--- src/rtl/fsab_req_arbiter.sv ---
// fsab_req_arbiter
// Two-master arbiter for the FSAB request channel. It grants whole packets
// round-robin: a multi-beat write keeps ownership until its last beat. It also
// owns the downstream packet credit counter, so each master sees only a
// valid/ready handshake.
//
// Ports:
//   clk, rst                 clock; asynchronous active-high reset
//   rqa__fsabo_*             master A beat (valid + mode/did/subdid/addr/len/data/mask)
//   rqa__ready               master A beat accepted this cycle (combinational)
//   rqb__fsabo_*, rqb__ready same for master B
//   arb__fsabo_*             registered downstream beat; valid pulses once per beat
//   arb__fsabo_credit        downstream returns one packet credit (pulse)
//   arb__credit_err          sticky: a credit arrived while the counter was already full
module fsab_req_arbiter #(
  parameter int CREDITS   = 4,
  parameter int MODE_W    = 1,
  parameter int DID_W     = 4,
  parameter int SUBDID_W  = 4,
  parameter int ADDR_W    = 31,
  parameter int LEN_W     = 3,
  parameter int DATA_W    = 64,
  parameter int MASK_W    = 8,
  parameter logic [MODE_W-1:0] FSAB_WRITE = MODE_W'(1)
) (
  input  logic                clk,
  input  logic                rst,

  input  logic                rqa__fsabo_valid,
  input  logic [MODE_W-1:0]   rqa__fsabo_mode,
  input  logic [DID_W-1:0]    rqa__fsabo_did,
  input  logic [SUBDID_W-1:0] rqa__fsabo_subdid,
  input  logic [ADDR_W-1:0]   rqa__fsabo_addr,
  input  logic [LEN_W-1:0]    rqa__fsabo_len,
  input  logic [DATA_W-1:0]   rqa__fsabo_data,
  input  logic [MASK_W-1:0]   rqa__fsabo_mask,
  output logic                rqa__ready,

  input  logic                rqb__fsabo_valid,
  input  logic [MODE_W-1:0]   rqb__fsabo_mode,
  input  logic [DID_W-1:0]    rqb__fsabo_did,
  input  logic [SUBDID_W-1:0] rqb__fsabo_subdid,
  input  logic [ADDR_W-1:0]   rqb__fsabo_addr,
  input  logic [LEN_W-1:0]    rqb__fsabo_len,
  input  logic [DATA_W-1:0]   rqb__fsabo_data,
  input  logic [MASK_W-1:0]   rqb__fsabo_mask,
  output logic                rqb__ready,

  output logic                arb__fsabo_valid,
  output logic [MODE_W-1:0]   arb__fsabo_mode,
  output logic [DID_W-1:0]    arb__fsabo_did,
  output logic [SUBDID_W-1:0] arb__fsabo_subdid,
  output logic [ADDR_W-1:0]   arb__fsabo_addr,
  output logic [LEN_W-1:0]    arb__fsabo_len,
  output logic [DATA_W-1:0]   arb__fsabo_data,
  output logic [MASK_W-1:0]   arb__fsabo_mask,
  input  logic                arb__fsabo_credit,
  output logic                arb__credit_err
);

  localparam logic [0:0] ST_IDLE  = 1'b0;
  localparam logic [0:0] ST_BURST = 1'b1;
  localparam logic       OWN_A    = 1'b0;
  localparam logic       OWN_B    = 1'b1;
  localparam logic [3:0] CRED_MAX = 4'(CREDITS);

  logic [0:0]       state_r;
  logic             owner_r;
  logic             last_grant_r;
  logic [LEN_W:0]   remaining_r;   // one bit wider than len so len-1 never wraps
  logic [3:0]       credits_r;
  logic             credit_err_r;

  logic             ready_a_s;
  logic             ready_b_s;
  logic             sel_b_s;
  logic             pkt_grant_s;
  logic             beat_accept_s;
  logic             multi_beat_s;

  logic [MODE_W-1:0]   sel_mode_s;
  logic [DID_W-1:0]    sel_did_s;
  logic [SUBDID_W-1:0] sel_subdid_s;
  logic [ADDR_W-1:0]   sel_addr_s;
  logic [LEN_W-1:0]    sel_len_s;
  logic [DATA_W-1:0]   sel_data_s;
  logic [MASK_W-1:0]   sel_mask_s;

  logic                out_valid_r;
  logic [MODE_W-1:0]   out_mode_r;
  logic [DID_W-1:0]    out_did_r;
  logic [SUBDID_W-1:0] out_subdid_r;
  logic [ADDR_W-1:0]   out_addr_r;
  logic [LEN_W-1:0]    out_len_r;
  logic [DATA_W-1:0]   out_data_r;
  logic [MASK_W-1:0]   out_mask_r;

  // Grant decision: packet arbitration in IDLE, owner pass-through in BURST.
  always_comb begin
    ready_a_s   = 1'b0;
    ready_b_s   = 1'b0;
    sel_b_s     = 1'b0;
    pkt_grant_s = 1'b0;
    if (rst) begin
      // ready must never be seen while reset is held, even mid-cycle
      ready_a_s = 1'b0;
      ready_b_s = 1'b0;
    end else begin
      case (state_r)
        ST_IDLE: begin
          if ((credits_r != 4'd0) && (rqa__fsabo_valid || rqb__fsabo_valid)) begin
            if (rqa__fsabo_valid && rqb__fsabo_valid) begin
              // tie goes to whichever master was not granted last
              sel_b_s = (last_grant_r == OWN_A);
            end else begin
              sel_b_s = rqb__fsabo_valid;
            end
            pkt_grant_s = 1'b1;
            ready_a_s   = ~sel_b_s;
            ready_b_s   = sel_b_s;
          end else begin
            pkt_grant_s = 1'b0;
          end
        end
        ST_BURST: begin
          sel_b_s   = owner_r;
          ready_a_s = (owner_r == OWN_A) && rqa__fsabo_valid;
          ready_b_s = (owner_r == OWN_B) && rqb__fsabo_valid;
        end
        default: begin
          pkt_grant_s = 1'b0;
        end
      endcase
    end
  end

  // Beat field mux towards the output register.
  always_comb begin
    if (sel_b_s) begin
      sel_mode_s   = rqb__fsabo_mode;
      sel_did_s    = rqb__fsabo_did;
      sel_subdid_s = rqb__fsabo_subdid;
      sel_addr_s   = rqb__fsabo_addr;
      sel_len_s    = rqb__fsabo_len;
      sel_data_s   = rqb__fsabo_data;
      sel_mask_s   = rqb__fsabo_mask;
    end else begin
      sel_mode_s   = rqa__fsabo_mode;
      sel_did_s    = rqa__fsabo_did;
      sel_subdid_s = rqa__fsabo_subdid;
      sel_addr_s   = rqa__fsabo_addr;
      sel_len_s    = rqa__fsabo_len;
      sel_data_s   = rqa__fsabo_data;
      sel_mask_s   = rqa__fsabo_mask;
    end
  end

  assign beat_accept_s = ready_a_s | ready_b_s;
  // len 0 and len 1 writes are single-beat packets like reads
  assign multi_beat_s  = (sel_mode_s == FSAB_WRITE) && (sel_len_s > LEN_W'(1));

  // Packet state: IDLE/BURST, burst owner, beats left, round-robin pointer.
  always_ff @(posedge clk or posedge rst) begin
    if (rst) begin
      state_r      <= ST_IDLE;
      owner_r      <= OWN_A;
      last_grant_r <= OWN_B;
      remaining_r  <= '0;
    end else begin
      case (state_r)
        ST_IDLE: begin
          if (pkt_grant_s) begin
            owner_r      <= sel_b_s;
            last_grant_r <= sel_b_s;
            if (multi_beat_s) begin
              state_r     <= ST_BURST;
              remaining_r <= {1'b0, sel_len_s} - (LEN_W+1)'(1);
            end
          end
        end
        ST_BURST: begin
          if (beat_accept_s) begin
            remaining_r <= remaining_r - (LEN_W+1)'(1);
            if (remaining_r == (LEN_W+1)'(1)) begin
              state_r <= ST_IDLE;
            end
          end
        end
        default: begin
          state_r <= ST_IDLE;
        end
      endcase
    end
  end

  // Downstream credit counter; a returned credit is usable the following cycle.
  always_ff @(posedge clk or posedge rst) begin
    if (rst) begin
      credits_r    <= CRED_MAX;
      credit_err_r <= 1'b0;
    end else begin
      case ({arb__fsabo_credit, pkt_grant_s})
        2'b10: begin
          if (credits_r == CRED_MAX) begin
            credit_err_r <= 1'b1;
          end else begin
            credits_r <= credits_r + 4'd1;
          end
        end
        2'b01:   credits_r <= credits_r - 4'd1;
        default: credits_r <= credits_r;
      endcase
    end
  end

  // Output register: valid pulses per accepted beat, fields hold otherwise.
  always_ff @(posedge clk or posedge rst) begin
    if (rst) begin
      out_valid_r  <= 1'b0;
      out_mode_r   <= '0;
      out_did_r    <= '0;
      out_subdid_r <= '0;
      out_addr_r   <= '0;
      out_len_r    <= '0;
      out_data_r   <= '0;
      out_mask_r   <= '0;
    end else begin
      out_valid_r <= beat_accept_s;
      if (beat_accept_s) begin
        out_mode_r   <= sel_mode_s;
        out_did_r    <= sel_did_s;
        out_subdid_r <= sel_subdid_s;
        out_addr_r   <= sel_addr_s;
        out_len_r    <= sel_len_s;
        out_data_r   <= sel_data_s;
        out_mask_r   <= sel_mask_s;
      end
    end
  end

  assign rqa__ready        = ready_a_s;
  assign rqb__ready        = ready_b_s;
  assign arb__fsabo_valid  = out_valid_r;
  assign arb__fsabo_mode   = out_mode_r;
  assign arb__fsabo_did    = out_did_r;
  assign arb__fsabo_subdid = out_subdid_r;
  assign arb__fsabo_addr   = out_addr_r;
  assign arb__fsabo_len    = out_len_r;
  assign arb__fsabo_data   = out_data_r;
  assign arb__fsabo_mask   = out_mask_r;
  assign arb__credit_err   = credit_err_r;

endmodule

--- config.mk ---
export PLATFORM = sky130hd
export DESIGN_NAME = fsab_req_arbiter
export DESIGN_NICKNAME = d
export VERILOG_FILES = /design/src/rtl/fsab_req_arbiter.sv
export SDC_FILE = /design/constraint.sdc
export NUM_CORES = 1
export LEC_CHECK = 0
export ABC_AREA = 1
export BUFFER_PORTS_ARGS = -buffer_cell sky130_fd_sc_hd__buf_2
export CORE_AREA = 2 2 139 141
export DETAILED_ROUTE_END_ITERATION = 10
export DIE_AREA = 0 0 141 143
export HOLD_SLACK_MARGIN = 0.12
export PLACE_DENSITY = 0.65
export SKIP_CTS_REPAIR_TIMING = 1
export SLEW_MARGIN = 0
export SYNTH_ARGS = -nofsm -noshare
export SYNTH_HDL_FRONTEND = slang
export SYNTH_SLANG_ARGS = --single-unit
--- constraint.sdc ---
create_clock -name clk -period 5.5 [get_ports clk]
set_input_delay 1.1 -clock clk [delete_from_list [all_inputs] [get_ports clk]]
set_output_delay 1.1 -clock clk [all_outputs]
set_load 0.1 [all_outputs]
**Word-level counts from Yosys, hierarchy flattened**

Index checks and enable logic that the tools add are counted.

- Word-level logic and storage cells: 77
- Bits in registers: 128
- Output and inout bits: 119
- Input bits: 235

- Magnitude comparators: 1
- Muxes and demuxes: 33
- $add $sub $neg: 4
- Equal/unequal tests: 8
- Reduce and logical (&&, ||, !) cells: 12
- Bitwise gates (word level): 5

Operators by type and width:

| operator | count |
|---|---|
| 64-bit 2-to-1 mux | 1 |
| 31-bit 2-to-1 mux | 1 |
| 4-bit 2-to-1 mux | 6 |
| 1-bit 2-to-1 mux | 17 |
| 4-bit one-hot mux with 2 select lines | 2 |
| 8-bit 2-to-1 mux | 1 |
| 1-bit one-hot mux with 2 select lines | 4 |
| 4-bit by 1-bit subtractor with 4-bit output (second input constant) | 2 |
| 2-bit != test (second input constant) | 3 |
| 2-bit AND reduction | 3 |
| 1-bit logical AND | 5 |
| 4-bit by 1-bit adder with 4-bit output (second input constant) | 1 |
| 4-bit by 1-bit == test with 1-bit output (second input constant) | 1 |
| 4-bit by 3-bit == test with 1-bit output (second input constant) | 1 |
| 1-bit NOT | 4 |
| 4-bit nonzero test | 1 |
| 3-bit by 1-bit subtractor with 4-bit output (second input constant) | 1 |
| 3-bit by 1-bit greater-than comparator with 1-bit output (second input constant) | 1 |
| 3-bit 2-to-1 mux | 1 |
| 3-bit AND reduction | 1 |
| 2-bit by 1-bit == test with 1-bit output (second input constant) | 1 |
| 2-bit == test (second input constant) | 1 |
| 2-bit by 1-bit != test with 1-bit output (second input constant) | 1 |
| 2-bit nonzero test | 1 |
| other kinds (2) | 2 |

**Logic depth before layout (Yosys ltp)**

- Word-level depth: 14
- Gate-level depth with buffers: 15

**Worst setup path after synthesis**

No wires, ideal clock.

- Path type: input -> output
- From: input rst
- To: output rqa__ready
- Data required time: 4.400 ns
- Setup slack: -0.687 ns
- Stages: 5
- Data arrival time: 5.087 ns
- Cells stage by stage: inv_1 > nand3_2 > nor2_1 > nor2_1 > inv_1

- Cells in the longest elaborated chain, start to end: 1

Ends and longest elaborated chain:

| item | RTL line | RTL |
|---|---|---|
| start, declared | 27 | `input logic rst,` |
| 1-bit 2-to-1 mux | 104 | `if (rst) begin` |
| end, declared | 37 | `output logic rqa__ready,` |

No other way between the ends.

**Final worst setup path**

- From: input rst
- To: output rqb__ready

- Cells in the longest elaborated chain, start to end: 1

Ends and longest elaborated chain:

| item | RTL line | RTL |
|---|---|---|
| 1-bit 2-to-1 mux | 104 |  |
| end, declared | 47 | `output logic rqb__ready,` |

No other way between the ends.

==> out/summary.txt <==
Final Max Slew Viols = 0
Async set-or-reset flop fraction in the synthesized netlist = 100%
Slew @ Worst Pin = 944 ps
Number of synthesized flops with an enable pin = 0
Rel. slew slack = 37.1%
Clock latency on the worst-skew pair = 420 ps
Initial antenna violation count = 0
Worst setup path class = primary input to output port
CP arrival = 2650 ps
Footprint of the multi-input gates = 2530 µm²
Via count = 6,212
RePlAce Congestion = 0.868
Multiplexer share of the synthesized area = 0%
CTS tree = yes
Fmax = 267 MHz
Starting Density = 32.9%
Synth Area in XOR/XNOR = 0.715%
Clock sinks = 128
First-pass GRT wire length = 30,200 µm
Main synth FF type = dfrtp_1
Setup crit end kind = output port
Layout Area Growth over Synthesis = 40.3%
Post-synthesis simple-gate area fraction = 26.0%
Unique cell type count in the Yosys netlist = 29
RSZ-0062 raised after global routing = false
Placed Instances = 1,287
Max Root-Sink Buffers = 2
PortBufs = 353
Final #Nets = 1,314
# DRC = 0
Largest area contributor in the netlist = dfrtp_1
Hpwl dp = 14,000 µm
# Max-Cap Violations = 0
Root Driver = clkbuf_16
Finished Layout Cells = 1,319
GRT overflow = 0
Die span in y = 143 µm
Row cnt = 50
Post-synthesis compound-gate area fraction = 12.8%
Clock Skew = 10.5 ps
Synth top cells by count = 261 x nand2_1, 126 x dfrtp_1, 121 x nor2_1
Diodes inserted = 0
Sequential fraction of the synthesis area = 52.4%
Total length of routed wires = 19,400 µm
Worst Hold Class = flip-flop to flip-flop
H-tree depth = 4
DRT antenna net count = 0
Final Hold Vio Count = 0
Tot GR Track Use = 19.0%
Most common cell in the netlist = nand2_1
Layout cell share with drive strength beyond 1 = 37.7%
Largest cells by area after synthesis = dfrtp_1 52%, nand2_1 16%, a31oi_1 11%
Yosys reg bits = 128
First drt pass iteration count = 5
Crit path launch type = primary input
Cts bufs inserted = 17
Ports = 354
Horiz. Die Dim = 141 µm
Clock slew at reported path FFs = 60 ps
1st-iter DRT viols = 319
Worst-path maximum fanout = 61
Sequential cell area = 3210 µm²
Synth warn = 0
Fin crit share = 68.2%
Routed met2 length = 9550 µm
Syn Inst Count = 743
Top-area cell type share of the netlist area = 51.5%
Fin Setup TNS = 0 ps
# fillers = 1,849
Top layer in use = met4
Largest family of logic cells by synthesized area = simple AND/OR/NAND/NOR gates
Avg Cell Area, Syn = 8.24 µm²
Hold_ws = 481 ps
Mapped Area = 6120 µm²
Post-synth net total = 985
Vias per cell = 4.71
Core Area = 18,600 µm²
Routed wl met3 = 1640 µm
Largest net degree at the start of global routing = 163
Final setup violation count = 0
Met1 Wirelength = 7850 µm
Crit path required time = 4400 ps
Vias in the first global route = 5,926
Tmin final = 3750 ps
Post-synthesis adder-cell area fraction = 1.55%
Die area = 20,200 µm²
Wire per inst = 14.7 µm
Status = complete, no violations
## critical path, stage by stage
cell and delay [ps]:
buf_2 130, a21oi_2 240, nand2_4 410, clkinv_2 170, nand2_2 110, inv_1 70, buf_2 410
## placed cells by master (no fill, tap or decap), drive strengths merged, types with 2 or more instances in the layout
cell type / count
bufinv: 5
a21oi: 5
ha: 6
nand2: 268
nor2: 122
dfrtp: 126
nand3: 14
clkinv: 5
clkinvlp: 4
clkbuf: 20
o21ai: 8
xor2: 4
inv: 17
a31oi: 112
dfstp: 2
buf: 360
## metrics by stage
step / instance area, µm² / utilization [%] / worst slack (ps)
detailed placement: 7930 / 42.7 / 1710
CTS: 8590 / 46.2 / 1710
floorplan: 6120 / - / 440
global route: 8590 / 46.2 / 1610
finish: 8590 / 46.2 / 1750
global placement: 7930 / 42.7 / 1730
## cell families (layout without fill, tap and decap cells)
| logic type | after synthesis | in the layout |
|---|---|---|
| simple gates | 408 | 408 |
| flops | 128 | 128 |
| compound gates | 126 | 126 |
| buf+inv | 69 | 411 |
| fa+ha+maj | 7 | 7 |
| xor+xnor | 5 | 5 |
## metal layers
metal	up-vias	track usage [%]
met1	2815	23.0
met2	256	32.3
met4	0	6.26
met3	29	6.10
met5	-	0
li1	3112	-
## worst paths after layout
path                                     startpoint                         endpoint  slack [ps]  cells past startpoint
setup / recovery                                rst                       rqb__ready        1750                      7
hold / removal             last_grant_r$_DFFE_PP1P_         last_grant_r$_DFFE_PP1P_         480                      2
setup reg to reg                  state_r$_DFF_PP0_  arb__fsabo_data[35]$_DFFE_PP0P_        2380                      8
hold reg to reg            last_grant_r$_DFFE_PP1P_         last_grant_r$_DFFE_PP1P_         480                      2
max in group asynchronous                       rst  arb__fsabo_data[21]$_DFFE_PP0P_        3120                      4
min in group asynchronous                       rst         credits_r[3]$_DFFE_PP0P_         960                      3
## registers in the layout, indices dropped and copies added (netlist names)
register and cells:
arb__fsabo_len 3, arb__fsabo_subdid 4, arb__fsabo_mode 1, owner_r 1, arb__fsabo_valid 1, credits_r 4
arb__credit_err 1, arb__fsabo_mask 8, state_r 1, arb__fsabo_did 4, arb__fsabo_addr 31, last_grant_r 1
arb__fsabo_data 64, remaining_r 4
## cell type report
type / count / area share (%)
sequential: 128 / 37.3
inverter: 19 / 0.889
multi-input combinational: 546 / 29.5
timing repair buffer: 360 / 21.2
clock inverter: 12 / 2.42
tap: 234 / 3.41
clock buffer: 20 / 5.32
Power is left out: the tool's default activity adds up to more than one toggle a clock period on the data nets, which glitch-free logic cannot reach.
